**src/rtl/alu_seq_param_if.sv**
```systemverilog
// rtl/alu_seq_param_if.sv - command/result handshake bundle for alu_seq_param
interface alu_seq_param_if #(parameter int WIDTH = 8);
  logic                 in_valid;
  logic                 in_ready;
  logic [WIDTH-1:0]     a;
  logic [WIDTH-1:0]     b;
  logic [3:0]           command;
  logic [2*WIDTH-1:0]   out;
  logic                 out_valid;
  logic                 out_ready;
  logic                 carry;
  logic                 zero;
  logic                 div0;

  modport master (
    output in_valid, a, b, command, out_ready,
    input  in_ready, out, out_valid, carry, zero, div0
  );

  modport slave (
    input  in_valid, a, b, command, out_ready,
    output in_ready, out, out_valid, carry, zero, div0
  );
endinterface

```
**src/rtl/alu_seq_param.sv**
```systemverilog
// rtl/alu_seq_param.sv - registered 16-command ALU with iterative WIDTH-cycle multiply/divide
module alu_seq_param #(
  parameter int WIDTH = 8
) (
  input  logic            clk,
  input  logic            rst_n,
  input  logic            enable,
  alu_seq_param_if.slave  bus
);
  localparam int OW = 2 * WIDTH;
  localparam int CW = $clog2(WIDTH);

  localparam logic [3:0] CMD_ADD  = 4'h0;
  localparam logic [3:0] CMD_INC  = 4'h1;
  localparam logic [3:0] CMD_SUB  = 4'h2;
  localparam logic [3:0] CMD_DEC  = 4'h3;
  localparam logic [3:0] CMD_MUL  = 4'h4;
  localparam logic [3:0] CMD_DIV  = 4'h5;
  localparam logic [3:0] CMD_SHL  = 4'h6;
  localparam logic [3:0] CMD_SHR  = 4'h7;
  localparam logic [3:0] CMD_AND  = 4'h8;
  localparam logic [3:0] CMD_OR   = 4'h9;
  localparam logic [3:0] CMD_INV  = 4'hA;
  localparam logic [3:0] CMD_NAND = 4'hB;
  localparam logic [3:0] CMD_NOR  = 4'hC;
  localparam logic [3:0] CMD_XOR  = 4'hD;
  localparam logic [3:0] CMD_XNOR = 4'hE;
  localparam logic [3:0] CMD_BUF  = 4'hF;

  typedef enum logic [1:0] {S_IDLE, S_BUSY, S_DONE} state_t;

  state_t            state_q, state_d;
  logic [WIDTH-1:0]  a_q, a_d, b_q, b_d;
  logic [3:0]        cmd_q, cmd_d;
  logic [CW-1:0]     cnt_q, cnt_d;
  logic [OW-1:0]     acc_q, acc_d, out_q, out_d;
  logic              carry_q, carry_d, zero_q, zero_d, div0_q, div0_d;

  logic              in_ready_w;
  logic [OW-1:0]     sc_res;
  logic              sc_carry;
  logic [WIDTH:0]    sc_sum;
  logic [WIDTH:0]    mul_sum, div_shift, div_diff;
  logic              div_ge;
  logic [OW-1:0]     step;

  assign in_ready_w = rst_n && enable && (state_q == S_IDLE);

  // Single-cycle results come straight from the bus so they can be registered on the accept edge.
  always_comb begin
    sc_res   = '0;
    sc_carry = 1'b0;
    sc_sum   = '0;
    case (bus.command)
      CMD_ADD: begin
        sc_sum   = {1'b0, bus.a} + {1'b0, bus.b};
        sc_res   = {{(WIDTH-1){1'b0}}, sc_sum};
        sc_carry = sc_sum[WIDTH];
      end
      CMD_INC: begin
        sc_sum   = {1'b0, bus.a} + {{WIDTH{1'b0}}, 1'b1};
        sc_res   = {{(WIDTH-1){1'b0}}, sc_sum};
        sc_carry = sc_sum[WIDTH];
      end
      CMD_SUB: begin
        sc_res   = {{WIDTH{1'b0}}, bus.a} - {{WIDTH{1'b0}}, bus.b};
        sc_carry = (bus.a < bus.b);
      end
      CMD_DEC: begin
        sc_res   = {{WIDTH{1'b0}}, bus.a} - {{(OW-1){1'b0}}, 1'b1};
        sc_carry = (bus.a == '0);
      end
      CMD_DIV:  sc_res = {bus.a, {WIDTH{1'b1}}};
      CMD_SHL:  sc_res = {{(WIDTH-1){1'b0}}, bus.a, 1'b0};
      CMD_SHR:  sc_res = {{WIDTH{1'b0}}, 1'b0, bus.a[WIDTH-1:1]};
      CMD_AND:  sc_res = {{WIDTH{1'b0}}, bus.a & bus.b};
      CMD_OR:   sc_res = {{WIDTH{1'b0}}, bus.a | bus.b};
      CMD_INV:  sc_res = {{WIDTH{1'b0}}, ~bus.a};
      CMD_NAND: sc_res = {{WIDTH{1'b0}}, ~(bus.a & bus.b)};
      CMD_NOR:  sc_res = {{WIDTH{1'b0}}, ~(bus.a | bus.b)};
      CMD_XOR:  sc_res = {{WIDTH{1'b0}}, bus.a ^ bus.b};
      CMD_XNOR: sc_res = {{WIDTH{1'b0}}, ~(bus.a ^ bus.b)};
      CMD_BUF:  sc_res = {{WIDTH{1'b0}}, bus.a};
      default:  sc_res = '0;
    endcase
  end

  // acc holds {partial product, multiplier} for MUL and {remainder, quotient} for DIV.
  always_comb begin
    mul_sum   = {1'b0, acc_q[OW-1:WIDTH]} + {1'b0, (acc_q[0] ? a_q : {WIDTH{1'b0}})};
    div_shift = {acc_q[OW-1:WIDTH], acc_q[WIDTH-1]};
    div_diff  = div_shift - {1'b0, b_q};
    div_ge    = !div_diff[WIDTH];
    if (cmd_q == CMD_MUL) begin
      step = {mul_sum, acc_q[WIDTH-1:1]};
    end else begin
      step = {(div_ge ? div_diff[WIDTH-1:0] : div_shift[WIDTH-1:0]), acc_q[WIDTH-2:0], div_ge};
    end
  end

  always_comb begin
    state_d = state_q;
    a_d     = a_q;
    b_d     = b_q;
    cmd_d   = cmd_q;
    cnt_d   = cnt_q;
    acc_d   = acc_q;
    out_d   = out_q;
    carry_d = carry_q;
    zero_d  = zero_q;
    div0_d  = div0_q;
    case (state_q)
      S_IDLE: begin
        if (bus.in_valid && in_ready_w) begin
          a_d   = bus.a;
          b_d   = bus.b;
          cmd_d = bus.command;
          cnt_d = '0;
          if (bus.command == CMD_MUL) begin
            acc_d   = {{WIDTH{1'b0}}, bus.b};
            state_d = S_BUSY;
          end else if (bus.command == CMD_DIV && bus.b != '0) begin
            acc_d   = {{WIDTH{1'b0}}, bus.a};
            state_d = S_BUSY;
          end else begin
            out_d   = sc_res;
            carry_d = sc_carry;
            zero_d  = (sc_res == '0);
            div0_d  = (bus.command == CMD_DIV);
            state_d = S_DONE;
          end
        end
      end
      S_BUSY: begin
        acc_d = step;
        cnt_d = cnt_q + CW'(1);
        if (cnt_q == CW'(WIDTH - 1)) begin
          out_d   = step;
          carry_d = 1'b0;
          zero_d  = (step == '0);
          div0_d  = 1'b0;
          cnt_d   = '0;
          state_d = S_DONE;
        end
      end
      S_DONE: begin
        if (bus.out_ready) state_d = S_IDLE;
      end
      default: state_d = S_IDLE;
    endcase
  end

  always_ff @(posedge clk or negedge rst_n) begin
    if (!rst_n) begin
      state_q <= S_IDLE;
      a_q     <= '0;
      b_q     <= '0;
      cmd_q   <= '0;
      cnt_q   <= '0;
      acc_q   <= '0;
      out_q   <= '0;
      carry_q <= 1'b0;
      zero_q  <= 1'b0;
      div0_q  <= 1'b0;
    end else begin
      state_q <= state_d;
      a_q     <= a_d;
      b_q     <= b_d;
      cmd_q   <= cmd_d;
      cnt_q   <= cnt_d;
      acc_q   <= acc_d;
      out_q   <= out_d;
      carry_q <= carry_d;
      zero_q  <= zero_d;
      div0_q  <= div0_d;
    end
  end

  assign bus.in_ready  = in_ready_w;
  assign bus.out       = out_q;
  assign bus.out_valid = (state_q == S_DONE);
  assign bus.carry     = carry_q;
  assign bus.zero      = zero_q;
  assign bus.div0      = div0_q;
endmodule

```
**src/flat_wrapper.sv**
```systemverilog
// flat-port wrapper written by rule: the top's interface ports become plain ports
module alu_seq_param_flat 
#(
  parameter int WIDTH = 8
)
  (clk, rst_n, enable, bus_in_valid, bus_a, bus_b, bus_command, bus_out_ready, bus_in_ready, bus_out, bus_out_valid, bus_carry, bus_zero, bus_div0);
  alu_seq_param_if #(.WIDTH(WIDTH)) bus_i ();
  input  logic clk;
  input  logic rst_n;
  input  logic enable;
  input wire logic [$bits(bus_i.in_valid)-1:0] bus_in_valid;
  input wire logic [$bits(bus_i.a)-1:0] bus_a;
  input wire logic [$bits(bus_i.b)-1:0] bus_b;
  input wire logic [$bits(bus_i.command)-1:0] bus_command;
  input wire logic [$bits(bus_i.out_ready)-1:0] bus_out_ready;
  output wire logic [$bits(bus_i.in_ready)-1:0] bus_in_ready;
  output wire logic [$bits(bus_i.out)-1:0] bus_out;
  output wire logic [$bits(bus_i.out_valid)-1:0] bus_out_valid;
  output wire logic [$bits(bus_i.carry)-1:0] bus_carry;
  output wire logic [$bits(bus_i.zero)-1:0] bus_zero;
  output wire logic [$bits(bus_i.div0)-1:0] bus_div0;
  assign bus_i.in_valid = bus_in_valid;
  assign bus_i.a = bus_a;
  assign bus_i.b = bus_b;
  assign bus_i.command = bus_command;
  assign bus_i.out_ready = bus_out_ready;
  assign bus_in_ready = bus_i.in_ready;
  assign bus_out = bus_i.out;
  assign bus_out_valid = bus_i.out_valid;
  assign bus_carry = bus_i.carry;
  assign bus_zero = bus_i.zero;
  assign bus_div0 = bus_i.div0;
  alu_seq_param #(.WIDTH(WIDTH)) u_core (.clk(clk), .rst_n(rst_n), .enable(enable), .bus(bus_i));
endmodule
```
**config.mk**
```make
export PLATFORM = sky130hd
export DESIGN_NAME = alu_seq_param_flat
export DESIGN_NICKNAME = d
export VERILOG_FILES = /design/src/rtl/alu_seq_param_if.sv /design/src/rtl/alu_seq_param.sv /design/src/flat_wrapper.sv
export SDC_FILE = /design/constraint.sdc
export NUM_CORES = 1
export LEC_CHECK = 0
export BUFFER_PORTS_ARGS = -buffer_cell sky130_fd_sc_hd__buf_2
export CORE_ASPECT_RATIO = 1.2
export CORE_MARGIN = 2
export CORE_UTILIZATION = 61
export DETAILED_ROUTE_END_ITERATION = 10
export PLACE_DENSITY = 0.9
export SLEW_MARGIN = 30
export SYNTH_ARGS = -nofsm -noshare
export SYNTH_HDL_FRONTEND = slang
export SYNTH_SLANG_ARGS = --single-unit
```
**constraint.sdc**
```tcl
create_clock -name clk -period 3.25 [get_ports clk]
set_clock_uncertainty 0.2 [all_clocks]
set_input_delay 0 -clock clk [delete_from_list [all_inputs] [get_ports clk]]
set_output_delay 0 -clock clk [all_outputs]
set_load 0.02 [all_outputs]
```
=== After elaboration in Yosys (flattened, before gate mapping) ===
Index checks and enable logic that the tools add are counted.

* Reduce and logical (&&, ||, !) cells: 17
* Equal/unequal tests: 25
* Bitwise operators: 7
* Muxes and demuxes: 37
* Order comparisons: 1
* Add/sub/neg operators: 7

{| class="wikitable"
|+ Operators with widths
! kind !! count
|-
| $pmux W16 S15 || 1
|-
| $mux W16 || 8
|-
| $pmux W16 S2 || 2
|-
| $eq A4 B4 Y1 const B || 8
|-
| $logic_not A16 Y1 || 2
|-
| $not A8 Y8 || 4
|-
| $eq A4 B3 Y1 const B || 5
|-
| $add A8 B8 Y9 || 2
|-
| $mux W8 || 2
|-
| $mux W1 || 11
|-
| $mux W2 || 5
|-
| $add A8 B1 Y9 const B || 1
|-
| $sub A8 B1 Y9 const B || 1
|-
| $sub A8 B8 Y9 || 1
|-
| $sub A9 B8 Y9 || 1
|-
| $and A8 B8 Y8 || 1
|-
| $eq A4 B2 Y1 const B || 2
|-
| $logic_not A8 Y1 || 1
|-
| $lt A8 B8 Y1 || 1
|-
| $ne A2 B2 Y1 const B || 4
|-
| $or A8 B8 Y8 || 1
|-
| $reduce_bool A8 Y1 || 1
|-
| $xor A8 B8 Y8 || 1
|-
| $mux W3 || 2
|-
| 19 further kinds || 26
|}

* Bits of input ports: 25
* Output and inout bits: 21
* Register bits: 60
* Logic and storage cells: 104

=== Longest topological paths before layout ===
Gate-level depths: netlist of run 1.

* Depth after elaboration: 8
* Mapped depth: 13
* Gate-level depth less buffers: 12

=== Worst setup path before layout of run 1 ===
No wires, ideal clock.

* Kind: reg-to-reg
* From: register u_core.acc_q[7]
* To: register u_core.zero_q, in the netlist u_core.bus.zero
* Library setup time: 0.095 ns
* Data required time: 2.955 ns
* Arrival: 2.550 ns
* Path buffers: 0
* Path slack: 0.404 ns
* Clock period less this slack: 2.846 ns
* Cell stages (with the launch flop): 13
* Cell sequence: dfrtp_1 > inv_1 > ha_1 > inv_1 > fa_1 > a21o_1 > a221o_1 > and3_4 > o211ai_2 > nand3_1 > a2111oi_0 > a41oi_1 > o31ai_1

* Longest elaborated chain between the ends: 6
* Elaborated cells on any way between the ends: 7
* Classes of those cells: 1 x add/sub; 4 x mux; 2 x reduce/logical

{| class="wikitable"
|+ RTL lines
! item !! RTL line !! RTL
|-
| start, declared || alu_seq_param.sv:36 || <nowiki>logic [OW-1:0] acc_q, acc_d, out_q, out_d;</nowiki>
|-
| start signal, assigned || alu_seq_param.sv:160 || <nowiki>acc_q <= '0;</nowiki>
|-
| start signal, assigned || alu_seq_param.sv:171 || <nowiki>acc_q <= acc_d;</nowiki>
|-
| $sub A9 B8 Y9 || alu_seq_param.sv:92 || <nowiki>div_diff = div_shift - {1'b0, b_q};</nowiki>
|-
| $mux W8 or $logic_not A1 Y1 (tied branches) || alu_seq_param.sv:97, alu_seq_param.sv:93 ||
|-
| $mux W16 (*) || alu_seq_param.sv:94 || <nowiki>if (cmd_q == CMD_MUL) begin</nowiki>
|-
| $logic_not A16 Y1 (*) || alu_seq_param.sv:140 || <nowiki>zero_d = (step == '0);</nowiki>
|-
| $mux W1 (*) || alu_seq_param.sv:137 || <nowiki>if (cnt_q == CW'(WIDTH - 1)) begin</nowiki>
|-
| $pmux W1 S2 (*) || alu_seq_param.sv:112 || <nowiki>case (state_q)</nowiki>
|-
| end signal, assigned || alu_seq_param.sv:174 || <nowiki>zero_q <= zero_d;</nowiki>
|-
| end, declared || alu_seq_param.sv:37 || <nowiki>logic carry_q, carry_d, zero_q, zero_d, div0_q, div0_d;</nowiki>
|}

Every way passes the cells marked *; elsewhere a longest branch is shown, timed or not. The select of a mux whose other input is x is not followed.
A chain may end at the register's enable or synchronous reset.

=== Worst setup path in the final report of run 1 ===
* From: register u_core.acc_q[7]
* To: register u_core.out_q[12], in the netlist u_core.bus.out[12]

* Longest elaborated chain between the ends: 5

{| class="wikitable"
|+ RTL lines
! item !! RTL line !! RTL
|-
| $sub A9 B8 Y9 || alu_seq_param.sv:92 ||
|-
| $mux W8 || alu_seq_param.sv:97 || <nowiki>step = {(div_ge ? div_diff[WIDTH-1:0] : div_shift[WIDTH-1:0]), acc_q[WIDTH-2:0], div_ge};</nowiki>
|-
| $mux W16 || alu_seq_param.sv:94 ||
|-
| $mux W16 || alu_seq_param.sv:137 ||
|-
| $pmux W16 S2 || alu_seq_param.sv:112 ||
|-
| end signal, assigned || alu_seq_param.sv:172 || <nowiki>out_q <= out_d;</nowiki>
|-
| end, declared || alu_seq_param.sv:36 ||
|}

Every way passes these cells. The select of a mux whose other input is x is not followed.

==> metrics.md, run 1 <==
| Metric | Value |
|---|---|
| Antenna diodes | 0 |
| Worst R2R Path Depth | 13 |
| Fillers | 735 |
| Initial DRC count | between 700 and 800 |
| Seq/Total Area, Yosys | 0.256 |
| Hold Path Origin | bus_a[0] |
| First-pass DRT Iterations | 8 |
| Commonest cells in the synthesized netlist | nand2_1 (97), o21ai_0 (71), dfrtp_1 (60) |
| Max-cap violations | 0 |
| Hold Path Class | in2reg |
| Max Clk Rate | 316 MHz |
| Worst Setup End Kind | flip-flop |
| Post-synth ARST share | 1.00 |
| Syn_nets | about 820 |
| Vias per cell | ~6.9 |
| Die Y | 111 µm |
| First-pass GRT wire length | 31900 µm |
| Vias in the first global route | 6143 |
| Layout area overhead | 15.2% |
| Max FO, Critical Path | 6 |
| CP max stage delay | 0.42 ns |
| Die Wd | 93.4 µm |
| CP Launch Type | flip-flop |
| GRT Total Usage | 0.393 |
| Ranking of synthesized cells by area | dfrtp_1 (26%), ha_1 (9.6%), nand2_1 (6.2%) |
| Post-synth EDFFs | 0 |
| VDD IR max | ~380 µV |
| Yosys warning count | 0 |
| LEAKAGE | 3.11 nW |
| R2r setup slk | 0.09 ns |
| Post-placement cell area | 6200 µm² |
| Final Wtd Congestion | 1.04 |
| Clock Path Buffers | 2 |
| CP Class | reg2reg |
| Clock sink count | 60 |
| Critical-path cell list | inv_2, ha_1, inv_1, fa_2, a21o_1, a221o_1, buf_4, a21oi_4, o21ai_1, a21oi_1, a21o_1, a21oi_1, o21ai_0 |
| CTS Buf Count | 9 |
| Clock Latency Late Sink | 0.33 ns |
| Top-count cell post-synth | nand2_1 |
| Worst Max-Slew Pin Slew | 0.890 ns |
| DR WL/cell | 21.8 µm |
| Reg clk slew, reported paths | roughly 0.05 ns |
| Setup WS post-layout | around 0.085 ns |
| Crit-path slowest cell | a221o_1 |
| Final hold violations | 0 |
| FF-to-FF End | u_core.bus.out[12] |
| Cell Area, Synth | 5860 µm² |
| Antenna Nets Post-Route | 0 |
| Share of layout cells above drive strength 1 | 0.160 |
| Worst rel slew slack | 0.407 |
| Input/output buffers | 45 |
| Top-area cell type share of the netlist area | 0.256 |
| Req. time, crit path | around 3.3 ns |
| Synth area leader | dfrtp_1 |
| Crit path time final | 3.16 ns |
| Worst Path Buf+Inv | 3 |
| Final period util | 0.974 |
| Cell family with most CP delay | compound AO/OA/AOI/OAI gates |
| Die area | approximately 10000 µm² |
| Setup-failing EPs final | 0 |
| Final WL | 20200 µm |
| Reg-to-reg startpoint | u_core.acc_q[7] |
| HPWL after DPL | around 15000 µm |
| GRT Residual Overflow | 0 |
| Initial Util | 0.622 |
| Pins Over Slew Limit | 0 |
| Cell Pwr Density | approximately 710 nW/µm² |
| Initial antenna violation count | 0 |
| FP Rows | 39 |
| Arr. time, crit path | 3.21 ns |
| Layout Nets | a little under 900 |
| Core Region | 9420 µm² |
| Drt drc | 0 |
| Hold EP | u_core.a_q[0] |
| Largest net degree at the start of global routing | 61 |
| Number of distinct library cells after synthesis | 82 |
| Final Cell Area | ~6700 µm² |
| Cells after Synth | 748 |
| Worst Hold Depth | 4 |
| Synthesis-stage register bit count | 60 |
| Root Driver | clkbuf_16 |
| Avg Inst Size Synth | 7.83 µm² |
| Pre-CTS WS | ~0.16 ns |
| H-tree levels | 3 |
| DR vias | 6384 |
| Ys flop type | dfrtp_1 |
| CTS tree | done |
| Ports | 46 |
| Status | finished, final reports clean |
==> worst register-to-register path: stages, from the launching register on <==
cell,delay (ns)
dfrtp_1,0.40
inv_2,0.08
ha_1,0.15
inv_1,0.06
fa_2,0.35
a21o_1,0.20
a221o_1,0.42
buf_4,0.17
a21oi_4,0.22
o21ai_1,0.08
a21oi_1,0.29
a21o_1,0.19
a21oi_1,0.08
o21ai_0,0.17
==> logic make-up (layout without fill, tap and decap cells) <==
logic type	Yosys count	count (layout)	share of synthesized area
and+or+nand+nor	257	257	0.217
buffers and inverters	95	151	0.0720
DFF	60	60	0.256
muxes	16	16	0.0288
adders and majority gates	49	49	0.110
xor gates and xnor gates	13	13	0.0194
AOI/OAI and AO/OA	258	258	0.297
==> sequential cells by signal, indices dropped and copies added (netlist names) <==
| name | count |
|---|---|
| u_core.b_q | 8 |
| u_core.state_q | 2 |
| u_core.acc_q | 16 |
| u_core.bus.div0 | 1 |
| u_core.bus.out | 16 |
| u_core.bus.zero | 1 |
| u_core.a_q | 8 |
| u_core.cnt_q | 3 |
| u_core.cmd_q | 4 |
| u_core.bus.carry | 1 |
==> placed cells by master, fill, tap and decap left out, types with 4 or more instances in the layout <==
cell type and n:
a2111oi_0 5, a211o_1 4, a211oi_1 6, a21o_1 16, a21oi_1 53, a221o_1 8
a221oi_1 5, a22o_1 6, a22oi_1 6, a31oi_1 9, and2_1 13, buf_2 45
buf_4 29, clkbuf_16 9, dfrtp_1 60, dlygate4sd3_1 15, ha_1 45, inv_1 43
mux2_2 7, mux2i_1 9, nand2_1 97, nand2b_1 13, nand3_1 18, nand4_1 5
nor2_1 49, nor2b_1 13, nor3_1 12, nor3b_1 4, o211ai_1 5, o21ai_0 70
o22ai_1 10, o31ai_1 6, or3_1 4, xnor2_1 7, xor2_1 6
==> power by group <==
group          switching (mW)  total [mW]  internal (mW)
clock network           0.341       0.933          0.592
logic                    1.55        2.58           1.03
registers               0.251        1.24          0.994
total                    2.14        4.76           2.62
==> worst max-delay path by stage <==
stage	end	startpoint	cells after the start
floorplan	u_core.bus.zero	u_core.acc_q[7]	12
global placement	u_core.bus.zero	u_core.acc_q[7]	12
detailed placement	u_core.bus.zero	u_core.acc_q[7]	12
CTS	u_core.bus.out[13]	bus_b[0]	13
global route	u_core.bus.out[14]	u_core.acc_q[7]	12
finish	u_core.bus.out[12]	u_core.acc_q[7]	13
==> layout make-up <==
class | count | area, µm² | area share
multi-input combinational | 593 | 4030 | 0.597
clock buffer | 10 | 229 | 0.0340
tap | 123 | 154 | 0.0228
clock inverter | 6 | 65.1 | 0.00965
sequential | 60 | 1500 | 0.223
timing repair buffer | 89 | 593 | 0.0879
inverter | 46 | 173 | 0.0256
==> through the flow <==
step	total power, mW	cells	util	hold slack, ns	TNS (ns)
after floorplan	2.84	748	-	-0.496	0
after global placement	3.42	895	0.658	-0.00140	0
after detailed placement	3.50	895	0.658	0.000196	0
after CTS	4.49	926	0.706	0.00206	0
after global routing	5.04	927	0.716	0.0434	-0.0136
final	4.76	927	0.716	0.0102	0
==> timing repair <==
action / in CTS / in global routing
endpoints found under the hold margin: 76 / 0
hold buffers: 15 / 0
setup endpoints to repair: 1 / 11
resized for setup: 2 / 18
setup buffers: 0 / 1
gates cloned: 0 / 0
pin swaps: 0 / 4
==> per-layer routing <==
metal  vias up  track usage  part of all wire
met2       472        0.647              0.48
met3       136       0.0557             0.093
met4         0        0.229             0.072
met1      2950        0.487              0.36
met5         -      0.00490                 0
li1       2826            -                 -
(Power assumes the default switching activity.)
==> run 2, diff against run 1 <==
BUFFER_PORTS_ARGS = -buffer_cell sky130_fd_sc_hd__buf_4   (was -buffer_cell sky130_fd_sc_hd__buf_2)
CTS_BUF_LIST = sky130_fd_sc_hd__clkbuf_4 sky130_fd_sc_hd__clkbuf_8   (was not set)
==> metrics.md, run 2 (same netlist as run 1, synthesis figures left out) <==
| Metric | Value |
|---|---|
| CTS tree | done |
| Final WL | 20200 µm (+0.17%) |
| FP Rows | 39 (unchanged) |
| Final period util | 1.01 (+0.0337) |
| Share of layout cells above drive strength 1 | 0.151 (-0.00927) |
| Ports | 46 (unchanged) |
| Die Wd | 93.4 µm (unchanged) |
| Pre-CTS WS | 0.0209 ns (-0.138 ns) |
| First-pass GRT wire length | 32000 µm (+0.30%) |
| Reg clk slew, reported paths | 0.06 ns (about the same) |
| Hold Path Class | in2reg |
| Die Y | 111 µm (unchanged) |
| Initial Util | 0.622 (unchanged) |
| Largest net degree at the start of global routing | 61 (unchanged) |
| CTS Buf Count | 9 (unchanged) |
| Worst Hold Depth | 2 (-2) |
| HPWL after DPL | 15100 µm (+2.6%) |
| GRT Total Usage | 0.396 (+0.00217) |
| Input/output buffers | 45 (unchanged) |
| Die area | 10400 µm² (unchanged) |
| CP Launch Type | input pin |
| Setup-failing EPs final | 1 (+1) |
| Root Driver | clkbuf_8 |
| Final Wtd Congestion | 0.990 (-4.7%) |
| Final hold violations | 0 (unchanged) |
| LEAKAGE | 3.10 nW (-0.20%) |
| Hold_ws | 0.0404 ns (+0.0302 ns) |
| Vias in the first global route | 6054 (-1.4%) |
| Req. time, crit path | 3.30 ns (about the same) |
| RSZ-0062 raised after global routing | true |
| H-tree levels | 3 (unchanged) |
| Post-CTS Setup Inserts | 0 (unchanged) |
| Crit path time final | 3.27 ns (+0.110 ns) |
| Drt drc | 0 (unchanged) |
| Worst R2R Path Depth | 12 (-1) |
| Final cell count without fillers | 930 (+0.32%) |
| Commonest non-fill, non-tap cell in the layout | nand2_1 |
| Layout area overhead | 15.6% |
| GRT Residual Overflow | 0 (unchanged) |
| Clock sink count | 60 (unchanged) |
| DR WL/cell | 21.8 µm (-0.15%) |
| CP Class | in2reg |
| Max Clk Rate | 305 MHz (-3.3%) |
| Layout Nets | 876 (+0.34%) |
| First-pass DRT Iterations | 8 (unchanged) |
| VDD IR max | 288 µV (-25%) |
| Finished Core Util | 0.719 (+0.00252) |
| Worst Setup End Kind | flip-flop |
| DR vias | 6245 (-2.2%) |
| Fillers | 761 (+3.5%) |
| Max-cap violations | 0 (unchanged) |
| Arr. time, crit path | 3.32 ns (+0.11 ns) |
| Clock Path Buffers | 2 (unchanged) |
| Worst Max-Slew Pin Slew | 0.952 ns (+0.0617 ns) |
| Setup WS post-layout | -0.0242 ns (-0.110 ns) |
| Initial DRC count | 698 (-12%) |
| Max FO, Critical Path | 6 (unchanged) |
| Cell Pwr Density | 664 nW/µm² (-5.9%) |
| Worst rel slew slack | 0.366 (-0.0412) |
| Pins Over Slew Limit | 0 (unchanged) |
| Antenna diodes | 0 (unchanged) |
| Initial antenna violation count | 0 (unchanged) |
| Core Region | 9420 µm² (unchanged) |
| Status | finished with violations |
| Antenna Nets Post-Route | 0 (unchanged) |
| Most frequent cells in the layout | nand2_1 (97), buf_4 (73), o21ai_0 (70) |
| Vias per cell | 6.72 (-2.5%) |
| Cells after DPL | 895 (unchanged) |
| Clock Latency Late Sink | 0.36 ns (+0.03 ns) |
| Violations in the final reports | negative setup slack |
==> run 2: cell types whose count changed in the layout (fill, tap and decap cells not counted), sizes merged <==
cell and delta:
dlygate4sd3 +4, inv +1, buf -1, clkinv -2, bufinv +1
==> run 2: final timing paths <==
kind                                 startpoint               end  slack (ns)
worst min register to register    u_core.a_q[2]     u_core.a_q[2]        0.27
max in group asynchronous                 rst_n  u_core.acc_q[12]        2.14
worst max-delay path                   bus_b[3]   u_core.bus.zero       -0.02
min in group asynchronous                 rst_n   u_core.acc_q[9]        0.17
worst min-delay path             bus_command[3]   u_core.cmd_q[3]        0.04
worst max register to register  u_core.acc_q[7]   u_core.bus.zero        0.03
==> run 2: stage by stage <==
stage	TNS (ns)	power [mW]	area, µm²
detailed placement	0	3.57	6310
global placement	0	3.49	6310
finish	-0.0242	4.49	6770
CTS	0	4.37	6720
global route	-0.206	4.78	6770
floorplan	0	2.84	5860
==> run 2: final cells by class <==
type | instances | area [µm²] | area share
clock buffer | 10 | 138 | 0.0203
clock inverter | 6 | 86.3 | 0.0128
inverter | 46 | 173 | 0.0255
multi-input combinational | 593 | 3980 | 0.588
sequential | 60 | 1500 | 0.222
tap | 123 | 154 | 0.0227
timing repair buffer | 92 | 738 | 0.109
==> run 2: critical path, stage by stage <==
cell	delay (ns)
dlygate4sd3_1	0.53
buf_4	0.15
inv_1	0.16
ha_1	0.34
nor3b_1	0.32
a211oi_2	0.11
o31ai_1	0.41
a221oi_1	0.16
buf_4	0.19
or3_1	0.43
nand4b_1	0.24
o31ai_1	0.26
==> run 2: repair_timing <==
action                                 in CTS  in global routing
setup endpoints to repair                   0                 10
gates resized for setup                     0                 10
endpoints found under the hold margin      83                  0
hold buffers                               19                  0
==> run 2: per-layer routing <==
| metal | part of all wire | track usage | vias up |
|---|---|---|---|
| met1 | 0.37 | 0.472 | 2934 |
| met4 | 0.063 | 0.212 | 0 |
| li1 | - | - | 2834 |
| met5 | 0 | 0 | - |
| met2 | 0.49 | 0.671 | 374 |
| met3 | 0.076 | 0.0673 | 103 |
==> run 2: power by group <==
group	internal [mW]	total [mW]	switching, mW	leakage (nW)
registers	0.991	1.25	0.255	0.757
clock network	0.452	0.769	0.317	0.113
logic	1.02	2.48	1.46	2.23
